**src/rtl/store_narrow_rmw.sv**
```systemverilog
// store_narrow_rmw: store-path narrowing unit for the word-wide data memory.
// Word stores are written directly. Byte and halfword stores read the
// containing word, splice the addressed little-endian lane in, and write the
// merged word back. Malformed requests complete with err and touch no memory.
module store_narrow_rmw #(
  parameter int READ_LATENCY = 1
) (
  input  logic        clk,
  input  logic        rst,
  input  logic        start,
  input  logic [1:0]  size,
  input  logic [31:0] addr,
  input  logic [31:0] wdata,
  output logic        busy,
  output logic        done,
  output logic        err,
  output logic [31:0] mem_addr,
  output logic        mem_rd,
  input  logic [31:0] mem_rdata,
  output logic        mem_wr,
  output logic [31:0] mem_wdata
);

  localparam int DATA_W = 32;
  localparam int CNT_W  = 3;

  localparam logic [1:0] SZ_WORD = 2'b00;
  localparam logic [1:0] SZ_HALF = 2'b01;
  localparam logic [1:0] SZ_BYTE = 2'b10;
  localparam logic [1:0] SZ_RSVD = 2'b11;

  // Wait-counter reload: the counter runs READ_LATENCY-1 .. 0, one WAIT
  // cycle per count, so WAIT lasts exactly READ_LATENCY cycles.
  localparam logic [CNT_W-1:0] WAIT_LOAD = CNT_W'(READ_LATENCY - 1);

  typedef enum logic [2:0] {
    S_IDLE  = 3'd0,
    S_READ  = 3'd1,
    S_WAIT  = 3'd2,
    S_WRITE = 3'd3,
    S_DONE  = 3'd4
  } state_t;

  state_t state;
  state_t state_nxt;

  // Request captured at acceptance (stage 0) and read word captured at the
  // end of WAIT (stage 1).
  logic [DATA_W-1:0] addr_p0;
  logic [DATA_W-1:0] wdata_p0;
  logic [1:0]        size_p0;
  logic              err_p0;
  logic [DATA_W-1:0] rdata_p1;
  logic [CNT_W-1:0]  cnt_p0;

  logic              accept;
  logic              req_bad;
  logic              wait_last;
  logic [DATA_W-1:0] merged;

  // A request is malformed when its size code is reserved or the address is
  // not naturally aligned for the access width. Byte stores are always legal.
  function automatic logic is_reject(input logic [1:0] sz, input logic [1:0] lo);
    logic bad;
    bad = 1'b0;
    case (sz)
      SZ_WORD: bad = (lo != 2'b00);
      SZ_HALF: bad = lo[0];
      SZ_BYTE: bad = 1'b0;
      SZ_RSVD: bad = 1'b1;
      default: bad = 1'b1;
    endcase
    return bad;
  endfunction

  // Splice the store data into the old word. Lanes are little-endian: byte
  // lane k is bits [8k+7:8k], half lane h is bits [16h+15:16h]. Every bit
  // outside the selected lane comes from the old word unchanged; store data
  // bits above the lane width are never used. Word stores take data as is.
  function automatic logic [DATA_W-1:0] lane_merge(
    input logic [DATA_W-1:0] old_word,
    input logic [DATA_W-1:0] data,
    input logic [1:0]        sz,
    input logic [1:0]        lane
  );
    logic [DATA_W-1:0] res;
    res = old_word;
    case (sz)
      SZ_BYTE: begin
        case (lane)
          2'd0:    res[7:0]   = data[7:0];
          2'd1:    res[15:8]  = data[7:0];
          2'd2:    res[23:16] = data[7:0];
          default: res[31:24] = data[7:0];
        endcase
      end
      SZ_HALF: begin
        if (lane[1]) begin
          res[31:16] = data[15:0];
        end else begin
          res[15:0] = data[15:0];
        end
      end
      default: res = data;
    endcase
    return res;
  endfunction

  assign accept    = (state == S_IDLE) && start;
  assign req_bad   = is_reject(size, addr[1:0]);
  assign wait_last = (state == S_WAIT) && (cnt_p0 == '0);
  assign merged    = lane_merge(rdata_p1, wdata_p0, size_p0, addr_p0[1:0]);

  // State register; reset aborts any operation in flight.
  always_ff @(posedge clk or posedge rst) begin
    if (rst) begin
      state <= S_IDLE;
    end else begin
      state <= state_nxt;
    end
  end

  // ---- stage 0: request capture, only when accepted in IDLE ----
  // Request latch; starts arriving while busy never reach these registers.
  always_ff @(posedge clk or posedge rst) begin
    if (rst) begin
      addr_p0  <= '0;
      wdata_p0 <= '0;
      size_p0  <= SZ_WORD;
      err_p0   <= 1'b0;
    end else if (accept) begin
      addr_p0  <= addr;
      wdata_p0 <= wdata;
      size_p0  <= size;
      err_p0   <= req_bad;
    end
  end

  // ---- stage 1: read-latency wait and read-data capture ----
  // Latency counter and capture of the word returned on the last WAIT cycle.
  always_ff @(posedge clk or posedge rst) begin
    if (rst) begin
      cnt_p0   <= '0;
      rdata_p1 <= '0;
    end else begin
      if (state == S_READ) begin
        cnt_p0 <= WAIT_LOAD;
      end else if ((state == S_WAIT) && (cnt_p0 != '0)) begin
        cnt_p0 <= cnt_p0 - 1'b1;
      end
      if (wait_last) begin
        rdata_p1 <= mem_rdata;
      end
    end
  end

  // Next-state logic and output decode; outputs depend only on registers.
  always_comb begin
    state_nxt = state;
    busy      = 1'b1;
    done      = 1'b0;
    err       = 1'b0;
    mem_rd    = 1'b0;
    mem_wr    = 1'b0;
    mem_addr  = '0;
    mem_wdata = '0;
    case (state)
      S_IDLE: begin
        busy = 1'b0;
        if (start) begin
          if (req_bad) begin
            state_nxt = S_DONE;
          end else if (size == SZ_WORD) begin
            state_nxt = S_WRITE;
          end else begin
            state_nxt = S_READ;
          end
        end
      end
      S_READ: begin
        mem_rd    = 1'b1;
        mem_addr  = {addr_p0[31:2], 2'b00};
        state_nxt = S_WAIT;
      end
      S_WAIT: begin
        mem_addr = {addr_p0[31:2], 2'b00};
        if (cnt_p0 == '0) begin
          state_nxt = S_WRITE;
        end
      end
      S_WRITE: begin
        mem_wr    = 1'b1;
        mem_addr  = {addr_p0[31:2], 2'b00};
        mem_wdata = merged;
        state_nxt = S_DONE;
      end
      S_DONE: begin
        done      = 1'b1;
        err       = err_p0;
        state_nxt = S_IDLE;
      end
      default: begin
        busy      = 1'b0;
        state_nxt = S_IDLE;
      end
    endcase
  end

endmodule

```
**config.mk**
```make
export PLATFORM = sky130hd
export DESIGN_NAME = store_narrow_rmw
export DESIGN_NICKNAME = d
export VERILOG_FILES = /design/src/rtl/store_narrow_rmw.sv
export SDC_FILE = /design/constraint.sdc
export NUM_CORES = 1
export LEC_CHECK = 0
export ABC_AREA = 1
export CAP_MARGIN = 10
export CORE_MARGIN = 2
export CORE_UTILIZATION = 47
export DETAILED_ROUTE_END_ITERATION = 16
export HOLD_SLACK_MARGIN = 0.05
export PLACE_DENSITY_LB_ADDON = 0.12
export SLEW_MARGIN = 20
export SYNTH_ARGS = -nofsm -noshare
export SYNTH_HDL_FRONTEND = slang
export SYNTH_SLANG_ARGS = --single-unit
export TNS_END_PERCENT = 5
```
**constraint.sdc**
```tcl
create_clock -name clk -period 3.59 [get_ports clk]
set_input_delay 0.359 -clock clk [delete_from_list [all_inputs] [get_ports clk]]
set_output_delay 0.359 -clock clk [all_outputs]
set_load 0.05 [all_outputs]
```
==> results of run 1 <==
==> per-stage QoR <==
stage	power [mW]	std cells	cell area, um^2	worst slack [ns]
global route	6.77	1041	7460	0.171
floorplan	4.39	750	5520	0.470
detailed placement	5.40	1027	7200	0.689
global placement	5.30	1027	7200	0.746
finish	6.29	1041	7460	0.308
CTS	6.28	1041	7450	0.319
==> power breakdown <==
group          internal (mW)  switching, mW  leakage, nW
Sequential              1.73          0.292         1.21
Combinational           1.06           2.33         2.31
Clock                  0.462          0.420        0.117
==> cell type report <==
cell class                      instances  area [um^2]
Fill cell                            1015         3960
Sequential cell                       105         2630
Multi-Input combinational cell        499         2290
Timing Repair Buffer                  174         1700
Inverter                              106          403
Clock buffer                           11          233
Tap cell                              143          179
Clock inverter                          3         20.0
==> how the worst max path moves through the flow <==
stage	end	cells past startpoint	slack, ns
floorplan	addr_p0[0]	1	0.47
global placement	mem_wdata[24]	7	0.75
detailed placement	mem_wdata[24]	7	0.69
CTS	mem_wdata[24]	7	0.32
global route	mem_wdata[25]	8	0.17
finish	mem_wdata[25]	8	0.31
==> synth_stat cells <==
| library cell | instances |
|---|---|
| nor2_1 | 140 |
| nand2_1 | 111 |
| a21oi_1 | 110 |
| dfrtp_1 | 105 |
| inv_1 | 103 |
| o21ai_0 | 48 |
| nand3_1 | 45 |
| buf_2 | 18 |
| nor3_1 | 16 |
| clkbuf_1 | 13 |
| o211ai_1 | 7 |
| a21oi_2 | 4 |
| buf_4 | 4 |
| ha_1 | 4 |
| buf_6 | 3 |
| nand2_2 | 3 |
| buf_1 | 2 |
| inv_2 | 2 |
| nand2_4 | 2 |
| nor2_4 | 2 |
| conb_1 | 1 |
| inv_4 | 1 |
| nand3_2 | 1 |
| nand3b_1 | 1 |
| nand4_1 | 1 |
| o21ai_1 | 1 |
| o22ai_1 | 1 |
==> cells by family (layout without fill, tap and decap cells) <==
family	after synthesis	after routing	synth area share [%]
buffers and inverters	146	294	11.1
other	1	2	0.0680
adders and majority gates	4	4	0.907
and+or+nand+nor	322	322	24.2
AOI/OAI and AO/OA	171	171	16.1
DFF	105	105	47.6
==> worst reg2reg max path, cell delays in order, from the launching register on <==
cell and delay [ns]:
dfrtp_1 0.37, inv_1 0.10, ha_1 0.16, nand2_1 0.08, inv_1 0.10, nand3_2 0.49
buf_4 0.47, nor2_1 0.19, a21oi_1 0.06
==> per-layer routing <==
| layer | up-vias | GRT usage [%] | share of wire, % |
|---|---|---|---|
| li1 | 2652 | - | - |
| met1 | 2446 | 34.5 | 42 |
| met2 | 262 | 40.3 | 45 |
| met3 | 37 | 6.37 | 9.3 |
| met4 | 0 | 12.3 | 3.7 |
| met5 | - | 0 | 0 |
==> layout by cell type (no fill, tap or decap) <==
cell type | synthesis | final
a21oi_1 | 110 | 110
a21oi_2 | 4 | 4
buf_4 | 4 | 15
clkbuf_1 | 13 | 2
clkbuf_16 | 0 | 9
clkdlybuf4s50_1 | 0 | 159
clkinv_2 | 0 | 1
clkinvlp_4 | 0 | 2
conb_1 | 1 | 2
dfrtp_1 | 105 | 105
ha_1 | 4 | 4
inv_1 | 103 | 102
inv_2 | 2 | 2
inv_4 | 1 | 2
nand2_1 | 111 | 110
nand2_2 | 3 | 4
nand2_4 | 2 | 1
nand2_8 | 0 | 1
nand3_1 | 45 | 45
nand3_2 | 1 | 1
nand3b_1 | 1 | 1
nand4_1 | 1 | 1
nor2_1 | 140 | 140
nor2_4 | 2 | 2
nor3_1 | 16 | 16
o211ai_1 | 7 | 7
o21ai_0 | 48 | 48
o21ai_1 | 1 | 1
o22ai_1 | 1 | 1
==> state kept, by name, indices dropped and copies added, names as in the netlist <==
signal	flops
addr_p0	32
rdata_p1	32
wdata_p0	32
cnt_p0	3
state	3
size_p0	2
err_p0	1
==> impl_metrics.json, run 1 <==
{
  "status": "complete, no violations",
  "initial_core_util_pct": 48.3,
  "rsz0062_at_grt": "no",
  "synth_area_um2": 5520,
  "critical_path_arrival_ns": 2.92,
  "dr.first_iter.drc_count": 381,
  "crit_required_ns": 3.23,
  "gp_congestion": 0.895,
  "fin_setup_tns_ns": 0,
  "yosys_warnings": 0,
  "maxCapViolations": 0,
  "worst_path_dominant_cell_family": "buffers and inverters",
  "maxSlewViolCount": 0,
  "r2r_end": "rdata_p1[8]",
  "syn_area_per_cell_um2": 7.37,
  "ys_types": 27,
  "coreArea_um2": 11400,
  "slew_headroom_pct": 34.8,
  "critPathKind": "reg -> out",
  "ir_worst_vdd_v": 0.000510,
  "row_count": 39,
  "synthTopCellsByArea": "dfrtp_1 (48%), a21oi_1 (10%), nor2_1 (9.5%)",
  "area_growth_pct": 35.2,
  "drive_gt1_share_pct": 4.90,
  "p_per_area_nw_per_um2": 844,
  "nNetsFinal": 1000,
  "reg2reg_depth": 8,
  "cts_tree": "yes",
  "holdWs_ns": 0.471,
  "grt_max_degree": 119,
  "htree_levels": 3,
  "grt_usage_pct": 26.0,
  "vias_per_cell": 5.18,
  "critPathSlowestCell": "clkdlybuf4s50_1",
  "reg2reg_slack_ns": 1.44,
  "wl_per_cell_um": 15.2,
  "die_x_um": 112,
  "setup-violations-final": 0,
  "whs_path_depth": 2,
  "grt_pass1_vias": 5340,
  "fin_crit_sh_pct": 91.4,
  "post_cts_resized": 0,
  "clock_skew_ns": 0.00719,
  "synth_top_cell_area_share_pct": 47.6,
  "max_stage_delay_ns": 0.84,
  "hp-class": "reg -> reg",
  "cts_buffer_depth": 2,
  "startpoint_type": "flip-flop",
  "ios": 170,
  "cts.sinks": 105,
  "end_kind": "output port",
  "fin_crit_ns": 3.28,
  "worstMarginPinSlew_ns": 0.975,
  "holdCritStartpoint": "wdata_p0[25]",
  "postLayoutCoreUtil_pct": 65.3,
  "crit_chain": "inv_1, ha_1, buf_4, inv_1, buf_4, o21ai_0, a21oi_1, clkdlybuf4s50_1",
  "clk_latency_ns": 0.35,
  "cts-root-buf": "clkbuf_16",
  "crit_fanout": 33,
  "drc": 0,
  "die-height_um": 112,
  "floorplan.die_area_um2": 12600,
  "yosysTopAreaCell": "dfrtp_1",
  "finalHoldViolCount": 0,
  "numCtsBuffers": 9,
  "min_to": "wdata_p0[25]",
  "n_antenna_cell": 0,
  "synth_seq_area_share_pct": 47.6,
  "drt_pre_antenna_iters": 5,
  "port-buffer-count": 167,
  "synth_seq_cells": 105,
  "clkTransAtPathRegs_ns": 0.07,
  "ant_nets": 0,
  "path_buf_inv": 5,
  "fmax_ghz": 0.305,
  "dpl.hpwl_um": 11500,
  "p_leak_nw": 3.63,
  "syn_inst": 749,
  "antenna_found_initial": 0,
  "grt_pass1_wl_um": 26400,
  "r2r-start": "cnt_p0[0]",
  "routed_wl_um": 15900,
  "cts-hold-fix-buffers": 0,
  "crit_start": "size_p0[0]",
  "grt-ovfl-total": 0,
  "vias": 5397,
  "cts_setup_buffers": 0
}
No activity file was read; power rests on OpenSTA's default activity.
==> run 2, diff against run 1 <==
- CORE_MARGIN: 2 -> 5
- PLACE_DENSITY: unset -> 0.8
- PLACE_DENSITY_LB_ADDON: 0.12 -> unset
==> run 2 against run 1 <==
Against the previous run:
- via count increased by 0.56%
- cell area increased by 0.70%
- wire length increased by 2.2%
- total power increased by 1.1%
- non-clock buffer count increased by 3
- die area increased by 11%
- global-route usage decreased by 3.0 points
==> impl_metrics.json, run 2 (synthesized netlist as in run 1, its figures left out) <==
{
  "status": "complete, no violations",
  "seqPwrFrac_pct": 31.8,
  "maxCapViolations": 0,
  "cts_tree": "yes",
  "crit_top_cell": "a21oi_1",
  "swShare_pct": 48.2,
  "hp-class": "in -> async",
  "clock_skew_ns": 0.00781,
  "area_growth_pct": 36.2,
  "vias": 5427,
  "finalHoldViolCount": 0,
  "stdcell_count": 1046,
  "post_cts_resized": 0,
  "final_cell_mix": "clkdlybuf4s50_1 (159), nor2_1 (140), nand2_1 (111), a21oi_1 (110), dfrtp_1 (105)",
  "p_per_area_nw_per_um2": 847,
  "end_kind": "output port",
  "clk_latency_ns": 0.35,
  "dr.first_iter.drc_count": 491,
  "r2r-start": "cnt_p0[0]",
  "use_met3_pct": 9.89,
  "setup-violations-final": 0,
  "fmax_ghz": 0.296,
  "p_leak_nw": 3.67,
  "final_common_cell": "clkdlybuf4s50_1",
  "path_buf_inv": 2,
  "worst_path_dominant_cell_family": "buffers and inverters",
  "clkPwrFrac_pct": 14.8,
  "total_power_mw": 6.36,
  "max_stage_delay_ns": 0.84,
  "wl_per_cell_um": 15.5,
  "rsz0062_at_grt": "no",
  "drive_gt1_share_pct": 5.43,
  "port-buffer-count": 167,
  "crit_required_ns": 3.23,
  "cts_setup_buffers": 0,
  "layout_setup_ws_ns": 0.211,
  "grt_use_met2_pct": 34.8,
  "n_antenna_cell": 0,
  "worstMarginPinSlew_ns": 0.939,
  "critPathKind": "reg -> out",
  "ir_worst_vdd_v": 0.000591,
  "slew_headroom_pct": 37.3,
  "grt_usage_pct": 23.0,
  "vias_per_cell": 5.19,
  "dp_slack_ns": 0.630,
  "gp_congestion": 0.929,
  "row_count": 39,
  "floorplan.die_area_um2": 14000,
  "grt_pass1_wl_um": 26400,
  "htree_levels": 3,
  "cts.sinks": 105,
  "holdWs_ns": 0.454,
  "dpl.hpwl_um": 11800,
  "maxSlewViolCount": 0,
  "antenna_found_initial": 0,
  "postLayoutCoreUtil_pct": 65.5,
  "use_met1_pct": 29.6,
  "grt_pass1_vias": 5281,
  "reg2reg_slack_ns": 1.42,
  "crit_chain": "inv_1, ha_1, nand2_1, o21ai_0, a21oi_1, a21oi_1, clkdlybuf4s50_1",
  "fin_crit_sh_pct": 94.1,
  "initial_core_util_pct": 48.1,
  "routed_wl_um": 16200,
  "p_int_mw": 3.29,
  "p_switching_mw": 3.07,
  "nNetsFinal": 1003,
  "critPathSlowestCell": "clkdlybuf4s50_1",
  "cts-root-buf": "clkbuf_16",
  "reg_top3": "addr_p0: 32 flops, rdata_p1: 32 flops, wdata_p0: 32 flops",
  "fin_crit_ns": 3.38,
  "grt_max_degree": 57,
  "cts_buffer_depth": 2,
  "die_x_um": 118,
  "pwr-share-comb_pct": 53.4,
  "ios": 170,
  "numCtsBuffers": 9,
  "crit_fanout": 25,
  "busiest_layer": "met2",
  "drc": 0,
  "fin_area_um2": 7510,
  "fin_setup_tns_ns": 0,
  "cts-hold-fix-buffers": 0,
  "drt_pre_antenna_iters": 5,
  "r2r_end": "rdata_p1[28]",
  "place_inst": 1030,
  "grt-ovfl-total": 0,
  "clkTransAtPathRegs_ns": 0.07,
  "die-height_um": 118,
  "critical_path_arrival_ns": 3.02,
  "reg2reg_depth": 8,
  "coreArea_um2": 11500,
  "ant_nets": 0,
  "startpoint_type": "flip-flop",
  "placed_cell_area_um2": 7230
}
run 2: per-layer routing:
| layer | wire length (um) | part of all wire, % |
|---|---|---|
| met1 | 6510 | 40 |
| met2 | 7200 | 44 |
| met3 | 2090 | 13 |
| met4 | 422 | 2.6 |
| met5 | 0 | 0 |
run 2: power groups by stage:
stage | registers, mW | logic (mW) | clock network, mW
6_report | 2.02 | 3.40 | 0.942
2_1_floorplan | 1.93 | 2.46 | 0
5_1_grt | 2.08 | 3.75 | 0.997
4_1_cts | 2.02 | 3.41 | 0.958
3_3_place_gp | 2.02 | 3.32 | 0
3_5_place_dp | 2.03 | 3.38 | 0
run 2: worst max-delay path by stage:
stage / from / cells after the start / end
2_1_floorplan: rst / 1 / addr_p0[0]
3_3_place_gp: size_p0[1] / 7 / mem_wdata[31]
3_5_place_dp: size_p0[1] / 7 / mem_wdata[30]
4_1_cts: size_p0[1] / 7 / mem_wdata[30]
5_1_grt: size_p0[1] / 7 / mem_wdata[30]
6_report: size_p0[1] / 7 / mem_wdata[30]
run 2: final cells by class:
class | instances | area [um^2]
multi-input combinational | 499 | 2280
clock inverter | 5 | 38.8
fill | 1054 | 3960
clock buffer | 11 | 243
tap | 143 | 179
timing repair buffer | 177 | 1740
sequential | 105 | 2630
inverter | 106 | 403
==> run 3, diff against run 2 <==
- CORE_MARGIN: 5 -> unset
==> run 3 against run 2 <==
Against the previous run:
- register-to-register slack got worse by 0.03 ns
- maximum frequency rose by 4.9%
- non-clock buffer count rose by 1
- sequential power is essentially flat
- total power rose by 3.0%
- setup slack better by 0.16 ns
- clock skew about the same
- combinational power hardly changed
- clock-buffer cell count unchanged
- clock power grew 20%
- sequential share of layout area down 0.33 points
==> impl_metrics.json, run 3 (synthesized netlist as in run 1, its figures left out) <==
{
  "cts_buffer_depth": 2,
  "p_leak_nw": 3.71,
  "area_growth_pct": 37.5,
  "hp-class": "in -> async",
  "total_power_mw": 6.55,
  "critPathKind": "reg -> out",
  "startpoint_type": "flip-flop",
  "critical_path_arrival_ns": 2.86,
  "crit_required_ns": 3.23,
  "antenna_found_initial": 0,
  "drt_pre_antenna_iters": 5,
  "numCtsBuffers": 9,
  "cts-hold-fix-buffers": 0,
  "die_x_um": 110,
  "fin_crit_sh_pct": 89.7,
  "coreArea_um2": 11400,
  "maxSlewViolCount": 0,
  "fin_area_um2": 7580,
  "grt_max_degree": 57,
  "gp_congestion": 0.918,
  "ir_worst_vdd_v": 0.000672,
  "status": "complete, no violations",
  "slew_headroom_pct": 45.9,
  "reg2reg_slack_ns": 1.39,
  "post_cts_resized": 0,
  "nNetsFinal": 1004,
  "postLayoutCoreUtil_pct": 66.4,
  "grt-ovfl-total": 0,
  "fin_crit_ns": 3.22,
  "die-height_um": 110,
  "reg_top3": "addr_p0: 32 flops, rdata_p1: 32 flops, wdata_p0: 32 flops",
  "vias_per_cell": 5.16,
  "rsz0062_at_grt": "no",
  "n_antenna_cell": 0,
  "drc": 0,
  "htree_levels": 3,
  "layout_setup_ws_ns": 0.370,
  "worstMarginPinSlew_ns": 0.811,
  "finalHoldViolCount": 0,
  "end_kind": "output port",
  "grt_pass1_wl_um": 24600,
  "dpl.hpwl_um": 11200,
  "routed_wl_um": 15600,
  "p_per_area_nw_per_um2": 864,
  "grt_usage_pct": 26.5,
  "row_count": 39,
  "wl_per_cell_um": 14.9,
  "cts_setup_buffers": 0,
  "ios": 170,
  "fin_setup_tns_ns": 0,
  "dr.first_iter.drc_count": 449,
  "fmax_ghz": 0.311,
  "drive_gt1_share_pct": 5.53,
  "clock_skew_ns": 0.00764,
  "fillers": 978,
  "cts-root-buf": "clkbuf_16",
  "clk_latency_ns": 0.35,
  "cts_tree": "yes",
  "initial_core_util_pct": 48.3,
  "dp_slack_ns": 0.778,
  "maxCapViolations": 0,
  "place_inst": 1031,
  "cts.sinks": 105,
  "stdcell_count": 1047,
  "final_cell_mix": "clkdlybuf4s50_1 (159), nor2_1 (140), nand2_1 (111), a21oi_1 (110), dfrtp_1 (105)",
  "clkTransAtPathRegs_ns": 0.07,
  "placed_cell_area_um2": 7240,
  "port-buffer-count": 167,
  "final_common_cell": "clkdlybuf4s50_1",
  "vias": 5398,
  "crit_fanout": 17,
  "holdWs_ns": 0.469,
  "grt_pass1_vias": 5131,
  "setup-violations-final": 0,
  "ant_nets": 0,
  "floorplan.die_area_um2": 12200
}
-- run 3: routing by layer --
layer  share of wire, %  vias up  track usage [%]
met4                3.3        0             11.7
li1                   -     2667                -
met5                  0        -                0
met2                 46      259             42.4
met3                 10       34             6.70
met1                 41     2438             33.9
-- run 3: worst max-delay path, cell delays in order, from the launching register on --
cell	delay, ns
dfrtp_1	0.37
inv_1	0.05
ha_1	0.30
inv_1	0.37
buf_4	0.29
o21ai_0	0.12
a21oi_1	0.18
clkdlybuf4s50_1	0.83
-- run 3: layout make-up --
class | count | area [um^2] | share of cell area (%)
clock inverters | 5 | 103 | 1.35
well taps | 143 | 179 | 2.36
clock buffers | 11 | 243 | 3.20
multi-input cells | 499 | 2280 | 30.1
inverters | 106 | 403 | 5.31
repair buffers | 178 | 1750 | 23.0
flip-flops and latches | 105 | 2630 | 34.6
-- run 3: power by group --
group	internal (mW)	total (mW)	switching (mW)	leakage, nW
clock network	0.700	1.13	0.433	0.166
registers	1.73	2.02	0.285	1.21
logic	1.08	3.40	2.33	2.33
total	3.51	6.55	3.05	3.71
-- run 3: path summary, 6_finish.rpt --
check                             start            end  depth (start not counted)
min in group clk           wdata_p0[25]   wdata_p0[25]                          2
max in group asynchronous           rst    addr_p0[26]                          3
max reg2reg                   cnt_p0[0]   rdata_p1[23]                          8
max                          size_p0[0]  mem_wdata[24]                          7
min reg2reg                wdata_p0[25]   wdata_p0[25]                          2
min                                 rst   wdata_p0[23]                          2
